File: src/rtl/led_sequencer_if.sv
// led_sequencer_if: board switch inputs and LED bank outputs of led_sequencer.
interface led_sequencer_if #(parameter int NB_LEDS = 4);
    logic               i_enable;
    logic [1:0]         i_speed;
    logic [1:0]         i_mode;
    logic [1:0]         i_color;
    logic [NB_LEDS-1:0] o_led;
    logic [NB_LEDS-1:0] o_led_b;
    logic [NB_LEDS-1:0] o_led_g;
    logic [NB_LEDS-1:0] o_led_r;
    logic               o_step;
    modport master (
        output i_enable, i_speed, i_mode, i_color,
        input  o_led, o_led_b, o_led_g, o_led_r, o_step
    );
    modport slave (
        input  i_enable, i_speed, i_mode, i_color,
        output o_led, o_led_b, o_led_g, o_led_r, o_step
    );
endinterface

File: src/rtl/led_sequencer.sv
// led_sequencer: prescaled multi-mode LED pattern generator with colour plane routing.
// Define LED_SEQ_PINGPONG_EN to make mode 10 ping-pong; otherwise mode 10 rotates left.
module led_sequencer #(
    parameter int NB_LEDS    = 4,
    parameter int NB_COUNTER = 16
) (
    input  logic            clock,
    input  logic            i_reset,
    led_sequencer_if.slave  bus
);
    localparam logic [NB_LEDS-1:0] ONE = NB_LEDS'(1);

    logic [NB_COUNTER-1:0] counter;
    logic [NB_COUNTER-1:0] limit;
    logic [NB_LEDS-1:0]    pattern;
    logic [NB_LEDS-1:0]    next_pattern;
    logic [NB_LEDS-1:0]    rol;
    logic [NB_LEDS-1:0]    ror;
    logic [NB_LEDS-1:0]    fill;
    logic [NB_LEDS-1:0]    pp;
    logic [1:0]            mode_q;
    logic                  step_q;
    logic                  strobe;
    logic                  restart;

    // 2^(NB_COUNTER-10-speed)-1 is simply all-ones shifted down
    assign limit   = {NB_COUNTER{1'b1}} >> (10 + bus.i_speed);
    assign strobe  = bus.i_enable && counter >= limit;
    assign restart = i_reset || bus.i_mode != mode_q;

    assign rol  = {pattern[NB_LEDS-2:0], pattern[NB_LEDS-1]};
    assign ror  = {pattern[0], pattern[NB_LEDS-1:1]};
    assign fill = &pattern ? ONE : {pattern[NB_LEDS-2:0], 1'b1};

`ifdef LED_SEQ_PINGPONG_EN
    logic dir;
    assign pp = dir ? pattern >> 1 : pattern << 1;
`else
    assign pp = rol;
`endif

    always_comb begin
        next_pattern = mode_q == 2'b00 ? rol :
                       mode_q == 2'b01 ? ror :
                       mode_q == 2'b10 ? pp  : fill;
    end

    always_ff @(posedge clock) begin
        if (restart) begin
            counter <= '0;
            pattern <= ONE;
            mode_q  <= bus.i_mode;
            step_q  <= 1'b0;
`ifdef LED_SEQ_PINGPONG_EN
            dir     <= 1'b0;
`endif
        end else begin
            step_q <= strobe;
            if (bus.i_enable)
                counter <= strobe ? '0 : counter + 1'b1;
            if (strobe)
                pattern <= next_pattern;
`ifdef LED_SEQ_PINGPONG_EN
            // bounce when the lit LED reaches either end
            if (strobe && mode_q == 2'b10)
                dir <= dir ? !pp[0] : pp[NB_LEDS-1];
`endif
        end
    end

    assign bus.o_led   = pattern;
    assign bus.o_step  = step_q;
    assign bus.o_led_b = (bus.i_color == 2'b00 || bus.i_color == 2'b11) ? pattern : '0;
    assign bus.o_led_g = (bus.i_color == 2'b01 || bus.i_color == 2'b11) ? pattern : '0;
    assign bus.o_led_r = (bus.i_color == 2'b10 || bus.i_color == 2'b11) ? pattern : '0;
endmodule

File: src/flat_wrapper.sv
// flat-port wrapper written by rule: the top's interface ports become plain ports
module led_sequencer_flat 
#(
    parameter int NB_LEDS    = 4,
    parameter int NB_COUNTER = 16
)
  (clock, i_reset, bus_i_enable, bus_i_speed, bus_i_mode, bus_i_color, bus_o_led, bus_o_led_b, bus_o_led_g, bus_o_led_r, bus_o_step);
  led_sequencer_if #(.NB_LEDS(NB_LEDS)) bus_i ();
  input  logic clock;
  input  logic i_reset;
  input wire logic [$bits(bus_i.i_enable)-1:0] bus_i_enable;
  input wire logic [$bits(bus_i.i_speed)-1:0] bus_i_speed;
  input wire logic [$bits(bus_i.i_mode)-1:0] bus_i_mode;
  input wire logic [$bits(bus_i.i_color)-1:0] bus_i_color;
  output wire logic [$bits(bus_i.o_led)-1:0] bus_o_led;
  output wire logic [$bits(bus_i.o_led_b)-1:0] bus_o_led_b;
  output wire logic [$bits(bus_i.o_led_g)-1:0] bus_o_led_g;
  output wire logic [$bits(bus_i.o_led_r)-1:0] bus_o_led_r;
  output wire logic [$bits(bus_i.o_step)-1:0] bus_o_step;
  assign bus_i.i_enable = bus_i_enable;
  assign bus_i.i_speed = bus_i_speed;
  assign bus_i.i_mode = bus_i_mode;
  assign bus_i.i_color = bus_i_color;
  assign bus_o_led = bus_i.o_led;
  assign bus_o_led_b = bus_i.o_led_b;
  assign bus_o_led_g = bus_i.o_led_g;
  assign bus_o_led_r = bus_i.o_led_r;
  assign bus_o_step = bus_i.o_step;
  led_sequencer #(.NB_LEDS(NB_LEDS), .NB_COUNTER(NB_COUNTER)) u_core (.clock(clock), .i_reset(i_reset), .bus(bus_i));
endmodule
File: config.mk
export PLATFORM = sky130hd
export DESIGN_NAME = led_sequencer_flat
export DESIGN_NICKNAME = d
export VERILOG_FILES = /design/src/rtl/led_sequencer_if.sv /design/src/rtl/led_sequencer.sv /design/src/flat_wrapper.sv
export SDC_FILE = /design/constraint.sdc
export NUM_CORES = 1
export LEC_CHECK = 0
export CORE_UTILIZATION = 45
export DETAILED_ROUTE_END_ITERATION = 7
export GPL_ROUTABILITY_DRIVEN = 0
export MAX_ROUTING_LAYER = met4
export PLACE_DENSITY_LB_ADDON = 0.3
export SLEW_MARGIN = 10
export SYNTH_ARGS = -nofsm -noshare
export SYNTH_HDL_FRONTEND = slang
export SYNTH_SLANG_ARGS = --single-unit
File: constraint.sdc
create_clock -name clock -period 2.8 [get_ports clock]
set_clock_uncertainty 0.2 [all_clocks]
set_input_delay 0.42 -clock clock [delete_from_list [all_inputs] [get_ports clock]]
set_output_delay 0.42 -clock clock [all_outputs]
set_load 0.05 [all_outputs]
==> flow_summary.yaml <==
run_status:
  outcome: "completed"
yosys:
  postSynthCellCount: 141
  syn_area_per_cell_um2: 8.661
  ys_seq_area_share_pct: 39.34
  yosysUniqueCellTypes: 31
  syn-cell-area_um2: 1221
  synthArstFlopShare_pct: 0
  synth-edff-count: 2
  ys_ff_latch: 23
  yosys.area.top_type: "dfxtp_1"
  ys_warn_count: 0
  netlist_top_cells_area: "dfxtp_1 34%, nor2_1 9.8%, ha_1 6.1%"
  yosys_most_used_dff: "dfxtp_1"
  syn_nets: 156
  synth_top_area_share_pct: 34.43
pwr:
  vdd_ir_drop_max_v: 0.0002351
  p_seq_share_pct: 60.2
  swShare_pct: 25.44
  power_density_nw_per_um2: 374.8
  clkPwrFrac_pct: 26.6
  leakage_nw: 0.5654
  p_comb_share_pct: 13.2
  power_switching_uw: 144.5
  internal_power_uw: 423.5
grt:
  grt_pass1_vias: 895
  grt-ovfl-total: 0
  antenna_found_initial: 0
  grt_max_degree: 21
  grt_usage_pct: 19.18
  grt_pass1_wl_mm: 3.850
clock_network:
  cts_inserted_buffers: 3
  holdBufCountCts: 0
  post_cts_buffers: 0
  cts-htree-levels: 1
  cts.repair.resized: 0
  numClockSinks: 23
  tritoncts: "done"
  clkLatencyLatePin_ns: 0.31
  cts.reportedPaths.clkPinSlew_ns: 0.13
  clock_path_buffers: 2
  cts-root-buf: "clkbuf_4"
floorplan:
  boundaryPins: 26
  start_util_pct: 48.41
  core.rowCount: 18
  die_area_um2: 2926
  die_height_um: 54.10
  die_w_um: 54.10
  core-area_um2: 2522
sta:
  hold_viol: 0
  slew_headroom_pct: 67.10
  final-setup-viol-count: 0
  drv_slew: 0
  final_period_minus_worst_setup_slack_ns: 2.320
  tightest_slew_ns: 0.4920
  clock.fmax_mhz: 430.9
  grt_setup_unrepaired: "no"
  setup_tns_ns: 0
  period_share_pct: 82.87
routing:
  drc: 0
  drt.antenna.violating_nets: 0
  drt_pass1_iterations: 4
  wire_per_inst_um: 12.06
  num_vias: 1037
  drt_iter0_drc: 25
  postRouteWirelength_mm: 2.364
  via_per_inst: 5.291
finish:
  antenna_cells: 0
  area_delta_synth_final_pct: 24.08
  final_core_util_pct: 60.07
  drive_gt1_share_pct: 13.86
  fin_nets: 182
critical_path:
  cp.required_ns: 2.18
  critical_path.slowest_cell: "clkdlybuf4s50_1"
  crit_arrival_ns: 1.70
  critPathKind: "input port to primary output"
  crit_path_max_incr_delay_ns: 0.50
  endpoint_kind: "primary output"
  start_kind: "input port"
  cp_cell_sequence: "clkdlybuf4s50_1 -> inv_1 -> ha_1 -> and2_1 -> buf_12"
  crit_fanout: 4
min_path:
  hold_path_class: "flop to flop"
place:
  port_buffers: 25
  hpwl_mm: 1.820
run:
  max-cap-violations: 0
critical path, delay by kind of cell:
family                   cells  cell delay [ns]
adder cells (fa/ha/maj)      1             0.34
AND/OR/NAND/NOR              1             0.20
buffers and inverters        3             0.74
cells by family (layout without fill, tap and decap cells):
family	count (synthesis)	count (layout)	share of synthesized area, %
mux	1	1	0.8197
xor+xnor	13	13	9.324
flops	23	23	39.34
compound gates	17	17	9.939
fa+ha+maj	6	6	6.147
buf+inv	9	34	5.224
simple gates	72	72	29.20
cells in the final DEF (no fill, tap or decap):
cell              n
nor2_1           32
dfxtp_1          21
clkdlybuf4s50_1  13
nand2_1          10
buf_4             9
xor2_1            8
and2_1            6
nand4_1           6
ha_1              6
xnor2_1           5
nand3_1           5
inv_1             4
a31oi_1           4
o21ai_0           4
a21oi_1           4
buf_12            4
nor4_1            3
o2bb2ai_1         3
clkbuf_4          3
nor2b_1           2
nor3_1            2
edfxtp_1          2
or2_2             1
or3_4             1
o31ai_4           1
nand2b_4          1
mux2i_1           1
a2bb2oi_1         1
and3_1            1
nor4_2            1
and3_2            1
clkinv_2          1
metrics by stage:
step | instance area, um2 | hold slack [ns] | power (mW) | setup slack [ns] | std cells
2_1_floorplan | 1221 | 0.2372 | 0.4007 | 0.6606 | 141
3_3_place_gp | 1488 | 0.2572 | 0.4219 | 0.2732 | 192
3_5_place_dp | 1488 | 0.2785 | 0.4244 | 0.2228 | 192
4_1_cts | 1515 | 0.3145 | 0.5728 | 0.4663 | 196
5_1_grt | 1515 | 0.3559 | 0.5904 | 0.4079 | 196
6_report | 1515 | 0.3181 | 0.5679 | 0.4795 | 196
final cells by class:
class / count / area [um2]
flip-flops and latches: 23 / 480.5
fillers: 233 / 1007
multi-input cells: 109 / 676.9
repair buffers: 26 / 277.8
clock inverters: 1 / 5.005
well taps: 30 / 37.54
clock buffers: 3 / 22.52
inverters: 4 / 15.01
power groups by stage:
stage	Sequential [mW]	Clock, mW	Combinational, mW
after floorplan	0.346	0	0.0546
after global placement	0.349	0	0.0732
after detailed placement	0.349	0	0.0753
after CTS	0.342	0.156	0.0754
after global routing	0.343	0.167	0.0810
final	0.342	0.151	0.0749
metal layers:
| layer | vias up | wire length (um) | GRT usage, % |
|---|---|---|---|
| met5 | - | 0 | - |
| met4 | 0 | 40 | 9.829 |
| met3 | 5 | 142 | 2.825 |
| met2 | 39 | 1123 | 32.72 |
| met1 | 461 | 1058 | 21.58 |
| li1 | 532 | - | - |
final timing paths:
check | start | to | slack [ns] | depth (start not counted)
max | bus_i_color[0] | bus_o_led_b[0] | 0.48 | 5
min | u_core.counter[15] | u_core.counter[15] | 0.32 | 2
max reg2reg | u_core.mode_q[1] | u_core.bus.o_led[0] | 0.91 | 4
min reg2reg | u_core.counter[15] | u_core.counter[15] | 0.32 | 2
flip-flops by register name, indices dropped and copies added (netlist names):
name,count
u_core.mode_q,2
u_core.bus.o_led,4
u_core.bus.o_step,1
u_core.counter,16
Yosys cell counts (all sizes together) (5+ instances only):
| cell | count |
|---|---|
| ha | 6 |
| nand2 | 10 |
| xnor2 | 5 |
| nor2 | 32 |
| nand3 | 5 |
| nand4 | 6 |
| and2 | 6 |
| xor2 | 8 |
| dfxtp | 21 |
No activity file was read; power rests on OpenSTA's default activity.
==> RTL change 1: new RTL, config.mk and constraints unchanged <==
`NB_LEDS` is set to 4 in 3 places; all go to 2.
--- a/src/rtl/led_sequencer_if.sv
+++ b/src/rtl/led_sequencer_if.sv
@@ -1,4 +1,4 @@
 // led_sequencer_if: board switch inputs and LED bank outputs of led_sequencer.
-interface led_sequencer_if #(parameter int NB_LEDS = 4);
+interface led_sequencer_if #(parameter int NB_LEDS = 2);
     logic               i_enable;
     logic [1:0]         i_speed;
--- a/src/rtl/led_sequencer.sv
+++ b/src/rtl/led_sequencer.sv
@@ -2,5 +2,5 @@
 // Define LED_SEQ_PINGPONG_EN to make mode 10 ping-pong; otherwise mode 10 rotates left.
 module led_sequencer #(
-    parameter int NB_LEDS    = 4,
+    parameter int NB_LEDS    = 2,
     parameter int NB_COUNTER = 16
 ) (
--- a/src/flat_wrapper.sv
+++ b/src/flat_wrapper.sv
@@ -2,5 +2,5 @@
 module led_sequencer_flat 
 #(
-    parameter int NB_LEDS    = 4,
+    parameter int NB_LEDS    = 2,
     parameter int NB_COUNTER = 16
 )
Ports: changed (resized bus_o_led, bus_o_led_b, bus_o_led_g and bus_o_led_r); port bits go from 26 to 18. No check against the original RTL was run, so the function may have changed too.
==> RTL change 1 against the unedited design <==
Setup slack improved by 0.031 ns; routed wire length fell by 20%; largest cell class unchanged; area after synthesis decreased by 13%; final cell count fell by 15%; design area shrank 15%; sequential share of layout area grew 2.6 points; sequential cell count down 2; total power fell by 8.5%; non-clock buffer count shrank 7.
==> RTL change 1: results (changes against the unedited design) <==
slew margin rel.=67.3% (+0.22 points); Residual DRC=0 (unchanged); H-tree levels=1 (unchanged); Max IR drop VDD=0.370 mV (+57%); worst hold endpoint=u_core.counter[15]; Switching Fraction=23.9% (-1.5 points); EDFF count, synth=2 (unchanged); clock network latency to the later pin of the worst-skew pair=0.30 ns; PortBufs=17 (-32%); global-route wire length before repair=3.35 mm (-13%); synth cell count leaders=26 x nor2_1, 19 x dfxtp_1, 11 x nand2_1, 11 x xor2_1, 7 x ha_1; CP Max Fanout=16 (+12); worst reg2reg path endpoint=u_core.counter[15]; max reg flops=16 (unchanged); crit path max-delay cell type=clkdlybuf4s50_1; Unique masters post-synth=28 (-9.7%); Worst-path clk slew=0.10 ns (-0.03 ns); Final #Nets=155 (-15%); clk buf depth=2 (unchanged); HP Class=reg -> reg; Post-Synthesis Net Count=134 (-14%); hold-critical path depth=2 (unchanged); largest net degree at the start of global routing=17 (-19%); Root Buffer=clkbuf_4; R2R Setup Slk=0.89 ns (-0.02 ns); status=finished clean; vias in the first global route=828 (-7.5%); DR iter-0 viols=10 (-60%); share of layout cells above drive strength 1=10.9% (-3.0 points); Global Route Usage Sum=17.6% (-1.5 points); Largest delay share family, worst path=simple AND/OR/NAND/NOR gates; setup bufs post-CTS=0 (unchanged); Largest Register=u_core.counter; Arr. time, crit path=2.33 ns (+0.63 ns); reg2reg start=u_core.counter[3]; diode count=0 (unchanged); largest cells by area after synthesis=dfxtp_1 36%, nor2_1 9.2%, xor2_1 9.1%; post_cts resized=0 (unchanged); Pre-Repair DR Iteration Count=4 (unchanged); initial antenna violation count=0 (unchanged); warnings from Yosys=0 (unchanged); Seq/Total Area, Yosys=41.6% (+2.3 points); drt via density=5.10 (-3.6%); Routed WL per cell=11.4 um (-5.8%); Leak Pwr=0.000514 uW (-9.1%); R2R cell count=7 (+3); CTS Buf Count=3 (unchanged); Post-DP HPWL=1.45 mm (-21%); asr flop ratio synth=0% (unchanged); min-delay src=u_core.counter[15]; slowest stage delay, CP=0.44 ns (-0.06 ns)
[RTL change 1: layout make-up]
class | count | area, um^2
Inverter | 5 | 18.8
Fill cell | 197 | 928
Clock buffer | 4 | 26.3
Timing Repair Buffer | 19 | 195
Multi-Input combinational cell | 89 | 568
Sequential cell | 21 | 440
Tap cell | 28 | 35.0
[RTL change 1: stage by stage]
step	cell area (um^2)	std cells	util [%]	hold WS [ns]	setup slack, ns
finish	1280	166	58.0	0.321	0.510
global route	1280	166	58.0	0.344	0.402
CTS	1280	166	58.0	0.330	0.519
detailed placement	1260	162	56.8	0.305	0.228
global placement	1260	162	56.8	0.257	0.275
floorplan	1060	118	-	0.238	0.674
[RTL change 1: power by group through the flow]
stage | logic, uW | registers [uW] | clock network (uW)
2_1_floorplan | 44.5 | 316 | 0
3_3_place_gp | 67.9 | 317 | 0
3_5_place_dp | 69.5 | 317 | 0
4_1_cts | 69.9 | 310 | 148
5_1_grt | 74.6 | 311 | 158
6_report | 69.3 | 310 | 140
[RTL change 1: worst reg2reg max path: cells and delay by family, from the launching register on]
family | cells | cell delay (ns)
AO/OA/AOI/OAI | 2 | 0.38
adder cells (fa/ha/maj) | 1 | 0.27
AND/OR/NAND/NOR | 3 | 0.34
buffers and inverters | 1 | 0.22
flip-flops | 1 | 0.45
[RTL change 1: how the worst max path moves through the flow]
stage	from	to	slack (ns)	depth (start not counted)
CTS	bus_i_speed[1]	u_core.counter[15]	0.52	9
detailed placement	bus_i_speed[1]	u_core.counter[15]	0.23	9
global route	bus_i_speed[1]	u_core.counter[6]	0.40	9
finish	bus_i_speed[1]	u_core.counter[15]	0.51	9
floorplan	u_core.bus.o_led[1]	bus_o_led_g[1]	0.67	2
global placement	bus_i_speed[1]	u_core.counter[7]	0.27	9
[RTL change 1: kinds of logic (layout without fill, tap and decap cells)]
kind of cell    after synthesis  count (layout)  synth area share, %
mux                           1               1                0.946
buf+inv                       8              28                 4.73
flops                        21              21                 41.6
simple gates                 58              58                 25.8
fa+ha+maj                     7               7                 8.27
compound gates               10              10                 7.92
xor+xnor                     13              13                 10.8
[RTL change 1: layer usage]
| layer | vias to the layer above | track usage (%) | part of all wire, % |
|---|---|---|---|
| li1 | 439 | - | - |
| met1 | 384 | 18.7 | 46 |
| met2 | 22 | 32.2 | 48 |
| met3 | 2 | 5.76 | 5.1 |
| met4 | 0 | 2.78 | 0.48 |
| met5 | - | - | 0 |
==> RTL change 2: new RTL, same settings <==
Without the edit above. Put a register stage on the output `bus.o_led_b`. The value now appears one clock later.
--- a/src/rtl/led_sequencer.sv
+++ b/src/rtl/led_sequencer.sv
@@ -71,5 +71,7 @@
     assign bus.o_led   = pattern;
     assign bus.o_step  = step_q;
-    assign bus.o_led_b = (bus.i_color == 2'b00 || bus.i_color == 2'b11) ? pattern : '0;
+    always_ff @(posedge clock) begin
+        bus.o_led_b <= (bus.i_color == 2'b00 || bus.i_color == 2'b11) ? pattern : '0;
+    end
     assign bus.o_led_g = (bus.i_color == 2'b01 || bus.i_color == 2'b11) ? pattern : '0;
     assign bus.o_led_r = (bus.i_color == 2'b10 || bus.i_color == 2'b11) ? pattern : '0;
Behaviour: not the same (a bounded check fails within 4 cycles, from zero or initial values).
==> RTL change 2 against the unedited design <==
Sequential share of layout area increased by 3.8 points; maximum frequency about the same; area after synthesis increased by 7.9%; die area increased by 7.6%; non-clock buffer count unchanged; count of clock-buffer cells in the layout unchanged; final cell count increased by 4.1%; hold slack improved by 0.0038 ns; design area increased by 4.3%; sequential cell count increased by 4; total power increased by 13%; setup slack improved by 0.00084 ns; routed wire length increased by 5.7%; critical endpoint is now bus_o_led_r[0].
==> RTL change 2: results (changes against the unedited design) <==
status=finished clean; post-placement cell area=1550 um^2 (+4.3%); CP Buf/Inv Count=3 (unchanged); R2R Setup Slk=0.92 ns; slew margin rel.=66.5% (-0.62 points); DR iter-0 viols=44 (+76%); Leak Pwr=0.000585 uW (+3.5%); CTS Buf Count=3 (unchanged); Worst-path clk slew=0.15 ns (+0.02 ns); via count=1083 (+4.4%); clock network latency to the later pin of the worst-skew pair=0.33 ns (+0.02 ns); Global Route Usage Sum=18.1% (-1.1 points); worst hold endpoint=u_core.counter[13]; setup bufs post-CTS=0 (unchanged); Routed WL per cell=12.2 um (+1.5%); global-route wire length before repair=4.44 mm (+15%); synth cell count leaders=34 x nor2_1, 25 x dfxtp_1, 10 x xor2_1; internal power=481 uW (+14%); largest cells by area after synthesis=dfxtp_1 38%, nor2_1 9.7%, xor2_1 6.6%; dpl ws=0.214 ns (-0.00831 ns); Post-DP HPWL=1.94 mm (+6.3%); Post-Synthesis Net Count=163 (+4.5%); hold_ws=0.322 ns (+0.00381 ns); Max IR drop VDD=0.261 mV (+11%); vias in the first global route=1034 (+16%); Seq/Total Area, Yosys=42.5% (+3.2 points); min-delay src=u_core.counter[13]; share of layout cells above drive strength 1=10.4% (-3.5 points); Clock group=168 uW (+11%); sequential share of power=62.7% (+2.5 points); max reg flops=16 (unchanged); Final #Nets=189 (+3.8%); Unique masters post-synth=30 (-3.2%)
## RTL change 2: cell types whose count changed after synthesis, sizes merged, moves of 2 or more
cell	delta
dfxtp	+4
nand4	+3
a31oi	-2
nor2	+2
nor4	-2
xor2	+2
## RTL change 2: final cells by class
cell class,count,area [um^2]
Tap cell,31,38.8
Fill cell,243,1180
Timing Repair Buffer,26,238
Inverter,4,15.0
Sequential cell,27,561
Clock inverter,1,6.26
Multi-Input combinational cell,112,699
Clock buffer,3,22.5
## RTL change 2: worst register-to-register path, delay by kind of cell (launching register included)
kind	cells	cell delay (ns)
compound gates	1	0.17
xor+xnor	1	0.21
flops	1	0.54
simple gates	2	0.67
## RTL change 2: worst max path at each step
stage | cells past startpoint | from | slack [ns] | endpoint
after floorplan | 2 | u_core.bus.o_led[3] | 0.66 | bus_o_led_g[3]
after global placement | 8 | bus_i_speed[1] | 0.27 | u_core.bus.o_led[0]
after detailed placement | 8 | bus_i_speed[1] | 0.21 | u_core.bus.o_led[0]
after CTS | 6 | bus_i_color[0] | 0.47 | bus_o_led_r[0]
after global routing | 6 | bus_i_color[0] | 0.37 | bus_o_led_r[3]
final | 6 | bus_i_color[0] | 0.48 | bus_o_led_r[0]
## RTL change 2: stage by stage
stage                     power [uW]  cells
final                            639    204
after global routing             669    204
after CTS                        645    204
after detailed placement         480    200
after global placement           476    200
after floorplan                  459    148
## RTL change 2: kinds of logic after synthesis
logic type | share of synthesized area, %
adders and majority gates | 5.70
AOI/OAI and AO/OA | 7.88
and+or+nand+nor | 28.1
xor gates and xnor gates | 10.6
buffers and inverters | 4.37
muxes | 0.760
DFF | 42.5
## RTL change 2: layer usage
metal	part of all wire [%]	GRT usage [%]	routed length [um]
met4	1.1	6.97	28
met2	50	31.6	1240
met3	5.2	3.26	131
met5	0	-	0
met1	44	20.5	1100
